`config.mk`:
```
export PLATFORM = sky130hd
export DESIGN_NAME = lsu_hazard_stage_flat
export DESIGN_NICKNAME = d
export VERILOG_FILES = /design/src/rtl/lsu_hazard_stage_if.sv /design/src/rtl/lsu_hazard_stage.sv /design/src/flat_wrapper.sv
export SDC_FILE = /design/constraint.sdc
export NUM_CORES = 1
export LEC_CHECK = 0
export ABC_AREA = 1
export BUFFER_PORTS_ARGS = -buffer_cell sky130_fd_sc_hd__clkbuf_2
export CAP_MARGIN = 25
export CORE_MARGIN = 2
export CORE_UTILIZATION = 52
export CTS_CLUSTER_DIAMETER = 80
export DETAILED_ROUTE_END_ITERATION = 7
export HOLD_SLACK_MARGIN = 0.02
export PLACE_DENSITY = 0.91
export RECOVER_POWER = 100
export SLEW_MARGIN = 20
export SYNTH_ARGS = -nofsm -noshare
export SYNTH_HDL_FRONTEND = slang
export SYNTH_SLANG_ARGS = --single-unit
```
`constraint.sdc`:
```
create_clock -name i_clk -period 4.1 [get_ports i_clk]
set_input_delay 0.41 -clock i_clk [delete_from_list [all_inputs] [get_ports i_clk]]
set_output_delay 0.41 -clock i_clk [all_outputs]
set_load 0.03 [all_outputs]
```
`src/rtl/lsu_hazard_stage_if.sv`:
```
// ---------------------------------------------------------------------------
// lsu_hazard_stage_if
//   Bundles every signal of the load/store stage except clock and reset.
//   Signal names keep their direction prefix as seen from the stage itself.
//
//   EXU side : i_valid, o_ready, i_rd, i_wen, i_load, i_store, i_funct3,
//              i_addr, i_wdata
//   Memory   : o_mem_req, i_mem_gnt, o_mem_we, o_mem_addr, o_mem_wdata,
//              o_mem_wmask, i_mem_rvalid, i_mem_rdata
//   WBU side : o_valid, i_wb_ready, o_rd, o_wen, o_data, o_fault
//   Hazard   : o_lsu_rd, o_lsu_wen, o_lsu_load, o_lsu_valid, o_lsu_ready,
//              o_lsu_data
//
//   slave  : the stage (drives o_*)
//   master : the surroundings (drive i_*)
// ---------------------------------------------------------------------------
interface lsu_hazard_stage_if;
    logic        i_valid;
    logic        o_ready;
    logic [4:0]  i_rd;
    logic        i_wen;
    logic        i_load;
    logic        i_store;
    logic [2:0]  i_funct3;
    logic [31:0] i_addr;
    logic [31:0] i_wdata;

    logic        o_mem_req;
    logic        i_mem_gnt;
    logic        o_mem_we;
    logic [31:0] o_mem_addr;
    logic [31:0] o_mem_wdata;
    logic [3:0]  o_mem_wmask;
    logic        i_mem_rvalid;
    logic [31:0] i_mem_rdata;

    logic        o_valid;
    logic        i_wb_ready;
    logic [4:0]  o_rd;
    logic        o_wen;
    logic [31:0] o_data;
    logic        o_fault;

    logic [4:0]  o_lsu_rd;
    logic        o_lsu_wen;
    logic        o_lsu_load;
    logic        o_lsu_valid;
    logic        o_lsu_ready;
    logic [31:0] o_lsu_data;

    modport slave (
        input  i_valid, i_rd, i_wen, i_load, i_store, i_funct3, i_addr, i_wdata,
        input  i_mem_gnt, i_mem_rvalid, i_mem_rdata, i_wb_ready,
        output o_ready, o_mem_req, o_mem_we, o_mem_addr, o_mem_wdata, o_mem_wmask,
        output o_valid, o_rd, o_wen, o_data, o_fault,
        output o_lsu_rd, o_lsu_wen, o_lsu_load, o_lsu_valid, o_lsu_ready, o_lsu_data
    );

    modport master (
        output i_valid, i_rd, i_wen, i_load, i_store, i_funct3, i_addr, i_wdata,
        output i_mem_gnt, i_mem_rvalid, i_mem_rdata, i_wb_ready,
        input  o_ready, o_mem_req, o_mem_we, o_mem_addr, o_mem_wdata, o_mem_wmask,
        input  o_valid, o_rd, o_wen, o_data, o_fault,
        input  o_lsu_rd, o_lsu_wen, o_lsu_load, o_lsu_valid, o_lsu_ready, o_lsu_data
    );
endinterface

```
`src/rtl/lsu_hazard_stage.sv`:
```
// ---------------------------------------------------------------------------
// lsu_hazard_stage
//   Load/store stage between EXU and WBU. Takes one instruction at a time,
//   performs at most one memory access on a req/gnt/rvalid bus, holds the
//   result until WBU takes it, and publishes the hazard view used by the
//   decode-stage forward/stall unit.
//
//   Ports:
//     i_clk   : clock, rising edge
//     i_rst_n : asynchronous active-low reset
//     bus     : lsu_hazard_stage_if.slave (EXU, memory, WBU, hazard signals)
//
//   Parameters:
//     TIMEOUT : WAIT cycles tolerated after grant before forcing a fault
//     CNT_W   : timeout counter width, 2**CNT_W > TIMEOUT
// ---------------------------------------------------------------------------
module lsu_hazard_stage #(
    parameter int TIMEOUT = 255,
    parameter int CNT_W   = 8
) (
    input  logic              i_clk,
    input  logic              i_rst_n,
    lsu_hazard_stage_if.slave bus
);

    typedef enum logic [1:0] {IDLE, REQ, WAIT, DONE} state_t;

    state_t             state_q;
    state_t             state_d;

    logic [4:0]         rd_p1;
    logic               wen_p1;
    logic               load_p1;
    logic               store_p1;
    logic [2:0]         funct3_p1;
    logic [31:0]        data_p1;
    logic [31:0]        wdata_p1;
    logic               fault_p1;
    logic [CNT_W-1:0]   cnt_p1;

    logic               ready;
    logic               accept;
    logic               mem_op;
    logic               timeout;

    // Load result: pick the addressed lane, then sign/zero extend.
    function automatic logic [31:0] load_extract(input logic [2:0]  f3,
                                                 input logic [1:0]  a,
                                                 input logic [31:0] rdata);
        logic [7:0]  b;
        logic [15:0] h;
        case (a)
            2'd0:    b = rdata[7:0];
            2'd1:    b = rdata[15:8];
            2'd2:    b = rdata[23:16];
            default: b = rdata[31:24];
        endcase
        h = a[1] ? rdata[31:16] : rdata[15:0];
        case (f3)
            3'b000:  load_extract = {{24{b[7]}}, b};
            3'b100:  load_extract = {24'h0, b};
            3'b001:  load_extract = {{16{h[15]}}, h};
            3'b101:  load_extract = {16'h0, h};
            default: load_extract = rdata;
        endcase
    endfunction

    function automatic logic [3:0] store_mask(input logic [2:0] f3,
                                              input logic [1:0] a);
        case (f3)
            3'b000:  store_mask = 4'b0001 << a;
            3'b001:  store_mask = a[1] ? 4'b1100 : 4'b0011;
            default: store_mask = 4'b1111;
        endcase
    endfunction

    // Replicate the store operand across lanes so the mask alone selects.
    function automatic logic [31:0] store_data(input logic [2:0]  f3,
                                               input logic [31:0] wd);
        case (f3)
            3'b000:  store_data = {4{wd[7:0]}};
            3'b001:  store_data = {2{wd[15:0]}};
            default: store_data = wd;
        endcase
    endfunction

    // Draining DONE and accepting the next instruction can share a cycle.
    assign ready   = (state_q == IDLE) || ((state_q == DONE) && bus.i_wb_ready);
    assign accept  = bus.i_valid && ready;
    assign mem_op  = bus.i_load || bus.i_store;
    assign timeout = (cnt_p1 == CNT_W'(TIMEOUT));

    always_comb begin
        state_d = state_q;
        case (state_q)
            IDLE: begin
                if (accept) state_d = mem_op ? REQ : DONE;
            end
            REQ: begin
                if (bus.i_mem_gnt) state_d = WAIT;
            end
            WAIT: begin
                if (bus.i_mem_rvalid || timeout) state_d = DONE;
            end
            DONE: begin
                if (accept)               state_d = mem_op ? REQ : DONE;
                else if (bus.i_wb_ready)  state_d = IDLE;
            end
            default: state_d = IDLE;
        endcase
    end

    // ---- p0 -> p1: instruction latch, memory completion, result hold ----
    always_ff @(posedge i_clk or negedge i_rst_n) begin
        if (!i_rst_n) begin
            state_q   <= IDLE;
            rd_p1     <= '0;
            wen_p1    <= 1'b0;
            load_p1   <= 1'b0;
            store_p1  <= 1'b0;
            funct3_p1 <= '0;
            data_p1   <= '0;
            wdata_p1  <= '0;
            fault_p1  <= 1'b0;
            cnt_p1    <= '0;
        end else begin
            state_q <= state_d;
            if (accept) begin
                rd_p1     <= bus.i_rd;
                wen_p1    <= bus.i_wen;
                load_p1   <= bus.i_load;
                // A load that also claims to be a store is issued as a load.
                store_p1  <= bus.i_store && !bus.i_load;
                funct3_p1 <= bus.i_funct3;
                data_p1   <= bus.i_addr;
                wdata_p1  <= bus.i_wdata;
                fault_p1  <= 1'b0;
            end else begin
                case (state_q)
                    REQ: begin
                        if (bus.i_mem_gnt) cnt_p1 <= '0;
                    end
                    WAIT: begin
                        // rvalid is checked first so it wins a tie with the timeout.
                        if (bus.i_mem_rvalid) begin
                            if (load_p1)
                                data_p1 <= load_extract(funct3_p1, data_p1[1:0], bus.i_mem_rdata);
                            fault_p1 <= 1'b0;
                        end else if (timeout) begin
                            fault_p1 <= 1'b1;
                            data_p1  <= '0;
                        end else begin
                            cnt_p1 <= cnt_p1 + CNT_W'(1);
                        end
                    end
                    DONE: begin
                        if (bus.i_wb_ready) fault_p1 <= 1'b0;
                    end
                    default: ;
                endcase
            end
        end
    end

    // data_p1 still holds the full address while the access is outstanding.
    assign bus.o_ready     = ready;
    assign bus.o_mem_req   = (state_q == REQ);
    assign bus.o_mem_we    = store_p1;
    assign bus.o_mem_addr  = {data_p1[31:2], 2'b00};
    assign bus.o_mem_wdata = store_data(funct3_p1, wdata_p1);
    assign bus.o_mem_wmask = store_mask(funct3_p1, data_p1[1:0]);

    assign bus.o_valid     = (state_q == DONE);
    assign bus.o_rd        = rd_p1;
    assign bus.o_wen       = wen_p1;
    assign bus.o_data      = data_p1;
    assign bus.o_fault     = fault_p1;

    assign bus.o_lsu_rd    = rd_p1;
    assign bus.o_lsu_wen   = wen_p1;
    assign bus.o_lsu_load  = load_p1;
    assign bus.o_lsu_valid = (state_q == DONE);
    assign bus.o_lsu_ready = !((state_q == REQ) || (state_q == WAIT));
    assign bus.o_lsu_data  = data_p1;

endmodule

```
`src/flat_wrapper.sv`:
```
// flat-port wrapper written by rule: the top's interface ports become plain ports
module lsu_hazard_stage_flat 
#(
    parameter int TIMEOUT = 255,
    parameter int CNT_W   = 8
)
  (i_clk, i_rst_n, bus_i_valid, bus_i_rd, bus_i_wen, bus_i_load, bus_i_store, bus_i_funct3, bus_i_addr, bus_i_wdata, bus_i_mem_gnt, bus_i_mem_rvalid, bus_i_mem_rdata, bus_i_wb_ready, bus_o_ready, bus_o_mem_req, bus_o_mem_we, bus_o_mem_addr, bus_o_mem_wdata, bus_o_mem_wmask, bus_o_valid, bus_o_rd, bus_o_wen, bus_o_data, bus_o_fault, bus_o_lsu_rd, bus_o_lsu_wen, bus_o_lsu_load, bus_o_lsu_valid, bus_o_lsu_ready, bus_o_lsu_data);
  lsu_hazard_stage_if bus_i ();
  input  logic i_clk;
  input  logic i_rst_n;
  input wire logic [$bits(bus_i.i_valid)-1:0] bus_i_valid;
  input wire logic [$bits(bus_i.i_rd)-1:0] bus_i_rd;
  input wire logic [$bits(bus_i.i_wen)-1:0] bus_i_wen;
  input wire logic [$bits(bus_i.i_load)-1:0] bus_i_load;
  input wire logic [$bits(bus_i.i_store)-1:0] bus_i_store;
  input wire logic [$bits(bus_i.i_funct3)-1:0] bus_i_funct3;
  input wire logic [$bits(bus_i.i_addr)-1:0] bus_i_addr;
  input wire logic [$bits(bus_i.i_wdata)-1:0] bus_i_wdata;
  input wire logic [$bits(bus_i.i_mem_gnt)-1:0] bus_i_mem_gnt;
  input wire logic [$bits(bus_i.i_mem_rvalid)-1:0] bus_i_mem_rvalid;
  input wire logic [$bits(bus_i.i_mem_rdata)-1:0] bus_i_mem_rdata;
  input wire logic [$bits(bus_i.i_wb_ready)-1:0] bus_i_wb_ready;
  output wire logic [$bits(bus_i.o_ready)-1:0] bus_o_ready;
  output wire logic [$bits(bus_i.o_mem_req)-1:0] bus_o_mem_req;
  output wire logic [$bits(bus_i.o_mem_we)-1:0] bus_o_mem_we;
  output wire logic [$bits(bus_i.o_mem_addr)-1:0] bus_o_mem_addr;
  output wire logic [$bits(bus_i.o_mem_wdata)-1:0] bus_o_mem_wdata;
  output wire logic [$bits(bus_i.o_mem_wmask)-1:0] bus_o_mem_wmask;
  output wire logic [$bits(bus_i.o_valid)-1:0] bus_o_valid;
  output wire logic [$bits(bus_i.o_rd)-1:0] bus_o_rd;
  output wire logic [$bits(bus_i.o_wen)-1:0] bus_o_wen;
  output wire logic [$bits(bus_i.o_data)-1:0] bus_o_data;
  output wire logic [$bits(bus_i.o_fault)-1:0] bus_o_fault;
  output wire logic [$bits(bus_i.o_lsu_rd)-1:0] bus_o_lsu_rd;
  output wire logic [$bits(bus_i.o_lsu_wen)-1:0] bus_o_lsu_wen;
  output wire logic [$bits(bus_i.o_lsu_load)-1:0] bus_o_lsu_load;
  output wire logic [$bits(bus_i.o_lsu_valid)-1:0] bus_o_lsu_valid;
  output wire logic [$bits(bus_i.o_lsu_ready)-1:0] bus_o_lsu_ready;
  output wire logic [$bits(bus_i.o_lsu_data)-1:0] bus_o_lsu_data;
  assign bus_i.i_valid = bus_i_valid;
  assign bus_i.i_rd = bus_i_rd;
  assign bus_i.i_wen = bus_i_wen;
  assign bus_i.i_load = bus_i_load;
  assign bus_i.i_store = bus_i_store;
  assign bus_i.i_funct3 = bus_i_funct3;
  assign bus_i.i_addr = bus_i_addr;
  assign bus_i.i_wdata = bus_i_wdata;
  assign bus_i.i_mem_gnt = bus_i_mem_gnt;
  assign bus_i.i_mem_rvalid = bus_i_mem_rvalid;
  assign bus_i.i_mem_rdata = bus_i_mem_rdata;
  assign bus_i.i_wb_ready = bus_i_wb_ready;
  assign bus_o_ready = bus_i.o_ready;
  assign bus_o_mem_req = bus_i.o_mem_req;
  assign bus_o_mem_we = bus_i.o_mem_we;
  assign bus_o_mem_addr = bus_i.o_mem_addr;
  assign bus_o_mem_wdata = bus_i.o_mem_wdata;
  assign bus_o_mem_wmask = bus_i.o_mem_wmask;
  assign bus_o_valid = bus_i.o_valid;
  assign bus_o_rd = bus_i.o_rd;
  assign bus_o_wen = bus_i.o_wen;
  assign bus_o_data = bus_i.o_data;
  assign bus_o_fault = bus_i.o_fault;
  assign bus_o_lsu_rd = bus_i.o_lsu_rd;
  assign bus_o_lsu_wen = bus_i.o_lsu_wen;
  assign bus_o_lsu_load = bus_i.o_lsu_load;
  assign bus_o_lsu_valid = bus_i.o_lsu_valid;
  assign bus_o_lsu_ready = bus_i.o_lsu_ready;
  assign bus_o_lsu_data = bus_i.o_lsu_data;
  lsu_hazard_stage #(.TIMEOUT(TIMEOUT), .CNT_W(CNT_W)) u_core (.i_clk(i_clk), .i_rst_n(i_rst_n), .bus(bus_i));
endmodule
```
### Yosys cells after proc, flatten, opt, wreduce, memory -nomap -nowiden

Cells that the tools add are included.

* output and inout port bits: 152
* input port bits: 113
* word-level logic and storage cells: 77
* register bits: 86

* reductions and logical operators: 20
* shifts and indexed selects: 1
* $add $sub $neg: 1
* bitwise gates (word level): 1
* eq/ne operators: 17
* mux-type cells: 27

Operators with widths (count)
* 2-to-1 mux 32 bit: 5
* case mux 32 bit (4 select lines): 1
* case mux 32 bit (2 select lines): 1
* 2-to-1 mux 8 bit: 3
* case mux 8 bit (3 select lines): 1
* 2-to-1 mux 16 bit: 1
* case mux 8 bit (2 select lines): 1
* 2-to-1 mux 2 bit: 6
* adder 8 x 1 -> 8 bit (second input constant): 1
* == test 8 bit (second input constant): 1
* case mux 2 bit (4 select lines): 1
* case mux 4 bit (2 select lines): 1
* == test 2 bit (second input constant): 3
* == test 3 bit (second input constant): 2
* != test 2 bit (second input constant): 3
* AND reduction 3 bit: 2
* nonzero test 3 bit: 2
* AND reduction 5 bit: 1
* == test 2 x 1 -> 1 bit (second input constant): 2
* logical NOT 2 bit: 2
* logical OR 1 bit: 4
* 2-to-1 mux 1 bit: 4
* 2-to-1 mux 4 bit: 1
* != test 2 x 1 -> 1 bit (second input constant): 2
* other kinds (12): 16

### Depth between registers and ports, before layout

Gate-level depths: netlist of run 1.

* depth after elaboration: 7
* mapped depth: 12
* mapped depth without buffers: 11

### Worst setup path after synthesis of run 1

Ideal clock, no wire load.

* kind: reg2out
* start: register u_core.data_p1[1] (netlist: u_core.bus.o_data[1])
* end: output bus_o_mem_wmask[1]
* buffers on the path: 2
* data arrival time: 1568 ps
* setup slack: 2122 ps
* data required time: 3690 ps
* stages on the path, launching flop included: 4
* cell sequence: dfrtp_1 > buf_4 > buf_2 > o21ai_0

* word-level cells in the longest chain between the ends: 2
* elaborated cells on any way between the ends: 3
* those cells by class: shift (1); mux (2)

Ends and longest elaborated chain
* start, declared: RTL line lsu_hazard_stage.sv:36 `logic [31:0] data_p1;`
* start signal, assigned: RTL line lsu_hazard_stage.sv:135 `data_p1 <= bus.i_addr;`
* start signal, assigned: RTL line lsu_hazard_stage.sv:147 `data_p1 <= load_extract(funct3_p1, data_p1[1:0], bus.i_mem_rdata);`
* 2-to-1 mux 4 bit or left shift 1 x 2 -> 4 bit (tied branches): RTL line lsu_hazard_stage.sv:72, lsu_hazard_stage.sv:71
* case mux 4 bit (2 select lines) *: RTL line lsu_hazard_stage.sv:70 `case (f3)`
* end, declared: RTL line flat_wrapper.sv:28 `output wire logic [$bits(bus_i.o_mem_wmask)-1:0] bus_o_mem_wmask;`

Every way passes the cells marked *; elsewhere a longest branch is shown, timed or not.

### Worst setup path in the final report of run 1

* start: register u_core.state_q[0]
* end: register u_core.data_p1[1] (netlist: u_core.bus.o_data[1])

* word-level cells in the longest chain between the ends: 6
* elaborated cells on any way between the ends: 11
* those cells by class: eq/ne (3); mux (1); reduce/logical (7)

Ends and longest elaborated chain
* start, declared: RTL line lsu_hazard_stage.sv:28 `state_t state_q;`
* start signal, assigned: RTL line lsu_hazard_stage.sv:127 `state_q <= state_d;`
* == test 2 bit: RTL line lsu_hazard_stage.sv:88 `assign ready = (state_q == IDLE) || ((state_q == DONE) && bus.i_wb_ready);`
* logical AND 1 bit: RTL line lsu_hazard_stage.sv:88
* logical OR 1 bit: RTL line lsu_hazard_stage.sv:88
* logical AND 1 bit: RTL line lsu_hazard_stage.sv:89 `assign accept = bus.i_valid && ready;`
* != test 3 x 1 -> 1 bit (no line), or another cell as far along
* AND reduction 3 bit (no line)

Several ways; a longest one is shown, not always the timed one.
A chain may end at the register's enable or synchronous reset.

==> impl_metrics.env, run 1 <==
export IMPL_seq_area_frac_synth=0.3718
export IMPL_arrival_ps=3380
export IMPL_rows=38
export IMPL_synth_area_top_cells="dfrtp_1 37%, nand2_1 19%, buf_4 11%, nand3_1 5.4%, inv_1 4.5%"
export IMPL_core_area_um2=10840
export IMPL_dr_total_vias=5783
export IMPL_cts_resized=0
export IMPL_final_common_cell="nand2_1"
export IMPL_synth_seq_cells=86
export IMPL_start_util=0.5339
export IMPL_met1_usage=0.3479
export IMPL_leakagePower_nw=3.467
export IMPL_hp_class="input pin to flop"
export IMPL_start_kind="flop"
export IMPL_violations="capacitance limit, slew limit"
export IMPL_layout_common_cells="301 x nand2_1, 147 x clkbuf_1, 117 x clkbuf_2"
export IMPL_grt_use_met3=0.07291
export IMPL_clock_skew_ps=11.12
export IMPL_clk_latency_ps=370
export IMPL_cts_tree="yes"
export IMPL_slew_violations=41
export IMPL_grt_busiest_layer="met2"
export IMPL_clkSinkCount=86
export IMPL_ys_warn_count=0
export IMPL_port_buffers=262
export IMPL_grt_usage=0.2803
export IMPL_rr_endpoint="u_core.bus.o_data[1]$_DFFE_PN0P_"
export IMPL_r2r_cells=9
export IMPL_postCtsSetupBuffers=0
export IMPL_fmax_mhz=319.2
export IMPL_endpoint="u_core.bus.o_data[1]$_DFFE_PN0P_"
export IMPL_synth_top_area_share=0.3718
export IMPL_die_w_um=109.5
export IMPL_critPathCaptureType="flop"
export IMPL_wire_per_inst_um=14.77
export IMPL_drc_errors=0
export IMPL_grt_max_degree=74
export IMPL_yosysTopAreaCell="dfrtp_1"
export IMPL_totalPowerFinal_mw=6.462
export IMPL_grtUsageMet2=0.4612
export IMPL_crit_fanout=33
export IMPL_synth_area_um2=5788
export IMPL_antenna_left=0
export IMPL_dp_hpwl_um=12600
export IMPL_fin_area_um2=6449
export IMPL_via_per_inst=5.109
export IMPL_placed_area_um2=6514
export IMPL_clk_path_buf_depth=2
export IMPL_n_antenna_cell=0
export IMPL_cts_hold_buffers=0
export IMPL_worstMarginPinSlew_ps=2131
export IMPL_status="complete, but fails checks"
export IMPL_h_tree_depth=3
export IMPL_fp_dieH_um=109.5
export IMPL_cts_root_buf="clkbuf_8"
export IMPL_syn_avg_cell_area_um2=6.999
export IMPL_maxCapViolCount=1
export IMPL_max_slew_margin=-0.4205
export IMPL_p_per_area_nw_per_um2=1002
export IMPL_drt_initial_drc_count=360
export IMPL_crit_start="u_core.state_q[0]$_DFFE_PN0P_"
export IMPL_drive_above_1_share=0.1673
export IMPL_ir_drop_uv=526.9
export IMPL_antenna_found_initial=0
export IMPL_io_pins=265
export IMPL_fin_nets=1106
export IMPL_numCtsBuffers=9
export IMPL_grt_pass1_wl_um=25850
export IMPL_ys_types=33
export IMPL_rsz0062_at_grt="false"
export IMPL_required_ps=4350
export IMPL_drtPass1Iterations=4
export IMPL_routed_wl_um=16720
export IMPL_worstReg2RegStart="u_core.state_q[0]$_DFFE_PN0P_"
export IMPL_fin_crit_ps=3133
export IMPL_setup_viol=0
export IMPL_rrSetupSlack_ps=970
export IMPL_final_setup_tns_ps=0
export IMPL_syn_to_final_growth_pct=11.41
export IMPL_syn_inst=827
export IMPL_clk_pin_slew_ps=90
export IMPL_fin_crit_sh=0.7641
export IMPL_die_area_um2=11990
export IMPL_routabilityCongestion=0.9192
export IMPL_hold_violations=0
export IMPL_path_class="flop to flop"
export IMPL_gr_total_overflow=0
export IMPL_grt_pass1_vias=5306
-- worst max-delay path: stages, from the launching register on --
cell     delay (ps)
dfrtp_1         430
inv_1           160
ha_1            440
inv_1           180
a21oi_2         210
nand2_4         230
nand2_1         910
inv_2           220
nand2_1         120
nand3_1         100
-- through the flow --
stage / instances / util / worst slack (ps) / hold WS, ps
6_report: 1132 / 0.5949 / 967.1 / 226.5
2_1_floorplan: 828 / - / 2122 / 114.4
5_1_grt: 1132 / 0.5949 / 673.9 / 230.0
4_1_cts: 1132 / 0.6178 / 1515 / 23.66
3_5_place_dp: 1116 / 0.6009 / 1733 / 425.4
3_3_place_gp: 1115 / 0.5983 / 1818 / 464.2
-- state kept, by name (all words and copies together), names as in the netlist --
signal and flops:
u_core.bus.o_lsu_load 1, u_core.bus.o_data 32, u_core.bus.o_lsu_rd 5, u_core.state_q 2
u_core.bus.o_mem_we 1, u_core.cnt_p1 8, u_core.bus.o_lsu_wen 1, u_core.wdata_p1 32
u_core.funct3_p1 3, u_core.bus.o_fault 1
-- report_power, final --
group / total, mW / internal [mW] / switching, mW
Sequential: 1.63 / 1.23 / 0.403
Combinational: 4.26 / 0.972 / 3.29
Clock: 0.569 / 0.240 / 0.330
Total: 6.46 / 2.44 / 4.02
-- cell usage after synthesis --
| master | count |
|---|---|
| nor2_1 | 58 |
| nand3_1 | 63 |
| nand4_1 | 2 |
| buf_1 | 1 |
| nor3_1 | 1 |
| a21oi_2 | 13 |
| nor2_2 | 1 |
| nand3b_1 | 5 |
| nand2_8 | 1 |
| or2_2 | 1 |
| nand2_4 | 4 |
| a21oi_1 | 29 |
| a22o_1 | 1 |
| o21ai_1 | 3 |
| conb_1 | 1 |
| nor2_4 | 3 |
| xnor2_1 | 1 |
| buf_2 | 23 |
| inv_1 | 70 |
| buf_6 | 7 |
| o21ai_0 | 42 |
| nand2_1 | 298 |
| xor2_1 | 1 |
| nand3_2 | 1 |
| inv_4 | 1 |
| nand3_4 | 1 |
| ha_1 | 6 |
| buf_4 | 82 |
| nand2_2 | 4 |
| o211ai_1 | 8 |
| dfrtp_1 | 86 |
| inv_2 | 3 |
| clkbuf_1 | 6 |
-- kinds of logic after synthesis --
logic type               after synthesis  share of synthesized area
XOR/XNOR                               2                   0.003027
adder cells (fa/ha/maj)                6                    0.01297
AO/OA/AOI/OAI                         96                    0.09555
AND/OR/NAND/NOR                      443                     0.3232
flip-flops                            86                     0.3718
buffers and inverters                193                     0.1928
other                                  1                  0.0006479
-- routing by layer --
metal	up-vias	part of all wire
met1	2616	0.38
li1	2807	-
met3	42	0.096
met4	0	0.036
met5	-	0
met2	318	0.48
-- area by class of cell --
type	count	area, um2
multi-input combinational	549	2497
timing repair buffer	267	1160
tap	140	175.2
fill	1106	4392
clock inverter	6	46.29
inverter	74	280.3
clock buffer	10	137.6
sequential	86	2152
-- worst min path at each step --
stage                                    endpoint                             from  cells past startpoint
6_report          u_core.wdata_p1[30]$_DFFE_PN0P_                  bus_i_wdata[30]                      3
5_1_grt        u_core.bus.o_lsu_rd[4]$_DFFE_PN0P_                      bus_i_rd[4]                      3
4_1_cts        u_core.bus.o_lsu_rd[0]$_DFFE_PN0P_                          i_rst_n                      1
3_5_place_dp   u_core.bus.o_lsu_rd[0]$_DFFE_PN0P_                          i_rst_n                      1
3_3_place_gp      u_core.wdata_p1[24]$_DFFE_PN0P_  u_core.wdata_p1[24]$_DFFE_PN0P_                      2
2_1_floorplan    u_core.bus.o_data[0]$_DFFE_PN0P_                          i_rst_n                      0
No activity file was read; power rests on OpenSTA's default activity.
==> run 2, diff against run 1 <==
Settings changed: ABC_AREA 1 to 0, CORE_UTILIZATION 52 to 42, PLACE_DENSITY 0.91 to 0.8.
Clock period 4.1 ns to 2.8 ns, I/O delays scaled along.
==> run 2 against run 1 <==
Effect of this change: the run now ends clean; worst setup slack lost 700 ps; final cell count fell by 16%; combinational power is 40% higher; sequential power rose by 50%; final area down 2.0%; non-clock buffer count up 8; largest power group unchanged.
==> impl_metrics.env, run 2 <==
export IMPL_fin_hold_ws_ps=126.5
export IMPL_hold_start="bus_i_wdata[3]"
export IMPL_final_setup_tns_ps=0
export IMPL_hold_violations=0
export IMPL_placed_area_um2=6228
export IMPL_synth_edf_count=0
export IMPL_start_util=0.4338
export IMPL_syn_inst=608
export IMPL_clk_latency_ps=340
export IMPL_fill_cells=1240
export IMPL_ys_top_cells_by_count="143 x nand2_1, 86 x dfrtp_1, 79 x buf_4"
export IMPL_fin_crit_ps=2529
export IMPL_maxCapViolCount=0
export IMPL_cts_resized=0
export IMPL_clk_path_buf_depth=2
export IMPL_worstMarginPinSlew_ps=1015
export IMPL_synth_seq_cells=86
export IMPL_switching_share=0.5701
export IMPL_worstReg2RegStart="u_core.state_q[0]$_DFFE_PN0P_"
export IMPL_p_clk_frac=0.125
export IMPL_internal_power_mw=4.127
export IMPL_port_buffers=262
export IMPL_grt_max_degree=48
export IMPL_syn_avg_cell_area_um2=8.678
export IMPL_critPathCaptureType="output port"
export IMPL_totalPowerFinal_mw=9.600
export IMPL_clkSinkCount=86
export IMPL_yosysTopAreaCell="dfrtp_1"
export IMPL_min_to="u_core.wdata_p1[3]$_DFFE_PN0P_"
export IMPL_synth_most_common_cell="nand2_1"
export IMPL_fin_crit_sh=0.9031
export IMPL_synth_area_um2=5276
export IMPL_cts_tree="yes"
export IMPL_core_area_um2=12160
export IMPL_status="finished, final reports clean"
export IMPL_antenna_left=0
export IMPL_required_ps=2520
export IMPL_io_pins=265
export IMPL_syn_to_final_growth_pct=19.80
export IMPL_fin_nets=902
export IMPL_switching_power_mw=5.473
export IMPL_routabilityCongestion=0.8994
export IMPL_grt_pass1_vias=4680
export IMPL_grt_usage=0.2286
export IMPL_numCtsBuffers=9
export IMPL_slew_violations=0
export IMPL_dr_total_vias=4971
export IMPL_ir_drop_uv=626.0
export IMPL_seq_area_frac_synth=0.4079
export IMPL_seq_power_share=0.255
export IMPL_clock_skew_ps=6.576
export IMPL_gr_total_overflow=0
export IMPL_power_share_combinational=0.620
export IMPL_rsz0062_at_grt="false"
export IMPL_start_kind="flop"
export IMPL_leakagePower_nw=3.007
export IMPL_rr_endpoint="u_core.bus.o_data[13]$_DFFE_PN0P_"
export IMPL_r2r_cells=7
export IMPL_setup_viol=0
export IMPL_max_slew_margin=0.3235
export IMPL_antenna_found_initial=0
export IMPL_ys_types=51
export IMPL_place_ws_ps=537.5
export IMPL_rrSetupSlack_ps=460
export IMPL_drtPass1Iterations=4
export IMPL_p_per_area_nw_per_um2=1519
export IMPL_die_area_um2=13480
export IMPL_final_common_cell="clkbuf_1"
export IMPL_fmax_mhz=395.5
export IMPL_timing_final_ws_setup_ps=271.4
export IMPL_drc_errors=0
export IMPL_drt_initial_drc_count=297
export IMPL_layout_common_cells="151 x clkbuf_1, 143 x nand2_1, 116 x clkbuf_2"
export IMPL_ys_warn_count=0
export IMPL_hp_class="input pin to flop"
export IMPL_clk_pin_slew_ps=60
export IMPL_drive_above_1_share=0.2147
export IMPL_hold_depth=3
export IMPL_async_flop_share=1.000
export IMPL_cts_root_buf="clkbuf_16"
export IMPL_die_w_um=116.1
export IMPL_synth_area_top_cells="dfrtp_1 41%, buf_4 11%, nand2_1 10%, mux2_2 5.3%, a32oi_1 4.0%"
export IMPL_n_antenna_cell=0
export IMPL_fp_dieH_um=116.1
export IMPL_grt_pass1_wl_um=23690
export IMPL_dp_hpwl_um=11890
export IMPL_ys_flop_type="dfrtp_1"
export IMPL_synth_top_area_share=0.4079
export IMPL_path_class="flop to output port"
export IMPL_crit_fanout=28
export IMPL_via_per_inst=5.205
export IMPL_wire_per_inst_um=16.67
export IMPL_routed_wl_um=15920
export IMPL_arrival_ps=2250
export IMPL_h_tree_depth=3
export IMPL_rows=40
export IMPL_fin_area_um2=6321
export IMPL_crit_start="u_core.funct3_p1[1]$_DFFE_PN0P_"
## run 2: kinds of logic (layout without fill, tap and decap cells)
group / after synthesis / in the layout / synth area share
multiplexers: 36 / 36 / 0.07660
other: 1 / 2 / 0.0007107
AND/OR/NAND/NOR: 218 / 218 / 0.1698
buffers and inverters: 129 / 307 / 0.1487
AO/OA/AOI/OAI: 132 / 132 / 0.1821
adder cells (fa/ha/maj): 6 / 6 / 0.01423
flip-flops: 86 / 86 / 0.4079
## run 2: what timing repair did
item	CTS	global route
hold endpoints to repair	39	0
hold buffers	1	0
setup buffers	0	0
## run 2: metrics by stage
step	util	cells
2_1_floorplan	-	609
3_3_place_gp	0.5121	939
3_5_place_dp	0.5121	939
4_1_cts	0.5368	955
5_1_grt	0.5198	955
6_report	0.5198	955
## run 2: final cells by class
class | count | area (um2) | area share
clock buffers | 11 | 242.7 | 0.03840
inverters | 17 | 63.81 | 0.01010
multi-input cells | 394 | 2354 | 0.3723
repair buffers | 275 | 1251 | 0.1979
clock inverters | 4 | 47.55 | 0.007522
well taps | 168 | 210.2 | 0.03325
flip-flops and latches | 86 | 2152 | 0.3405
## run 2: power groups by stage
stage / Sequential (mW) / Clock (mW) / Combinational [mW]
finish: 2.45 / 1.20 / 5.95
global route: 2.53 / 1.28 / 6.42
CTS: 2.46 / 1.23 / 6.32
detailed placement: 2.47 / 0 / 6.31
global placement: 2.46 / 0 / 6.22
floorplan: 2.78 / 0 / 4.74
## run 2: worst max-delay path by stage
stage,depth (start not counted),slack [ps],to
detailed placement,7,540,u_core.bus.o_data[9]$_DFFE_PN0P_
CTS,3,340,bus_o_mem_wdata[12]
finish,4,270,bus_o_mem_wdata[22]
global placement,7,620,u_core.bus.o_data[12]$_DFFE_PN0P_
global route,4,160,bus_o_mem_wdata[23]
floorplan,7,570,u_core.bus.o_data[10]$_DFFE_PN0P_
## run 2: worst max-delay path, stage by stage (launching register included)
cell	delay [ps]
dfrtp_1	590
nor2_2	180
clkbuf_2	510
mux2_2	410
clkbuf_1	210
## run 2: per-layer routing
metal | GRT usage | share of wire
met5 | 0 | 0
met4 | 0.07302 | 0.010
met3 | 0.04707 | 0.072
met2 | 0.4078 | 0.50
met1 | 0.2765 | 0.41
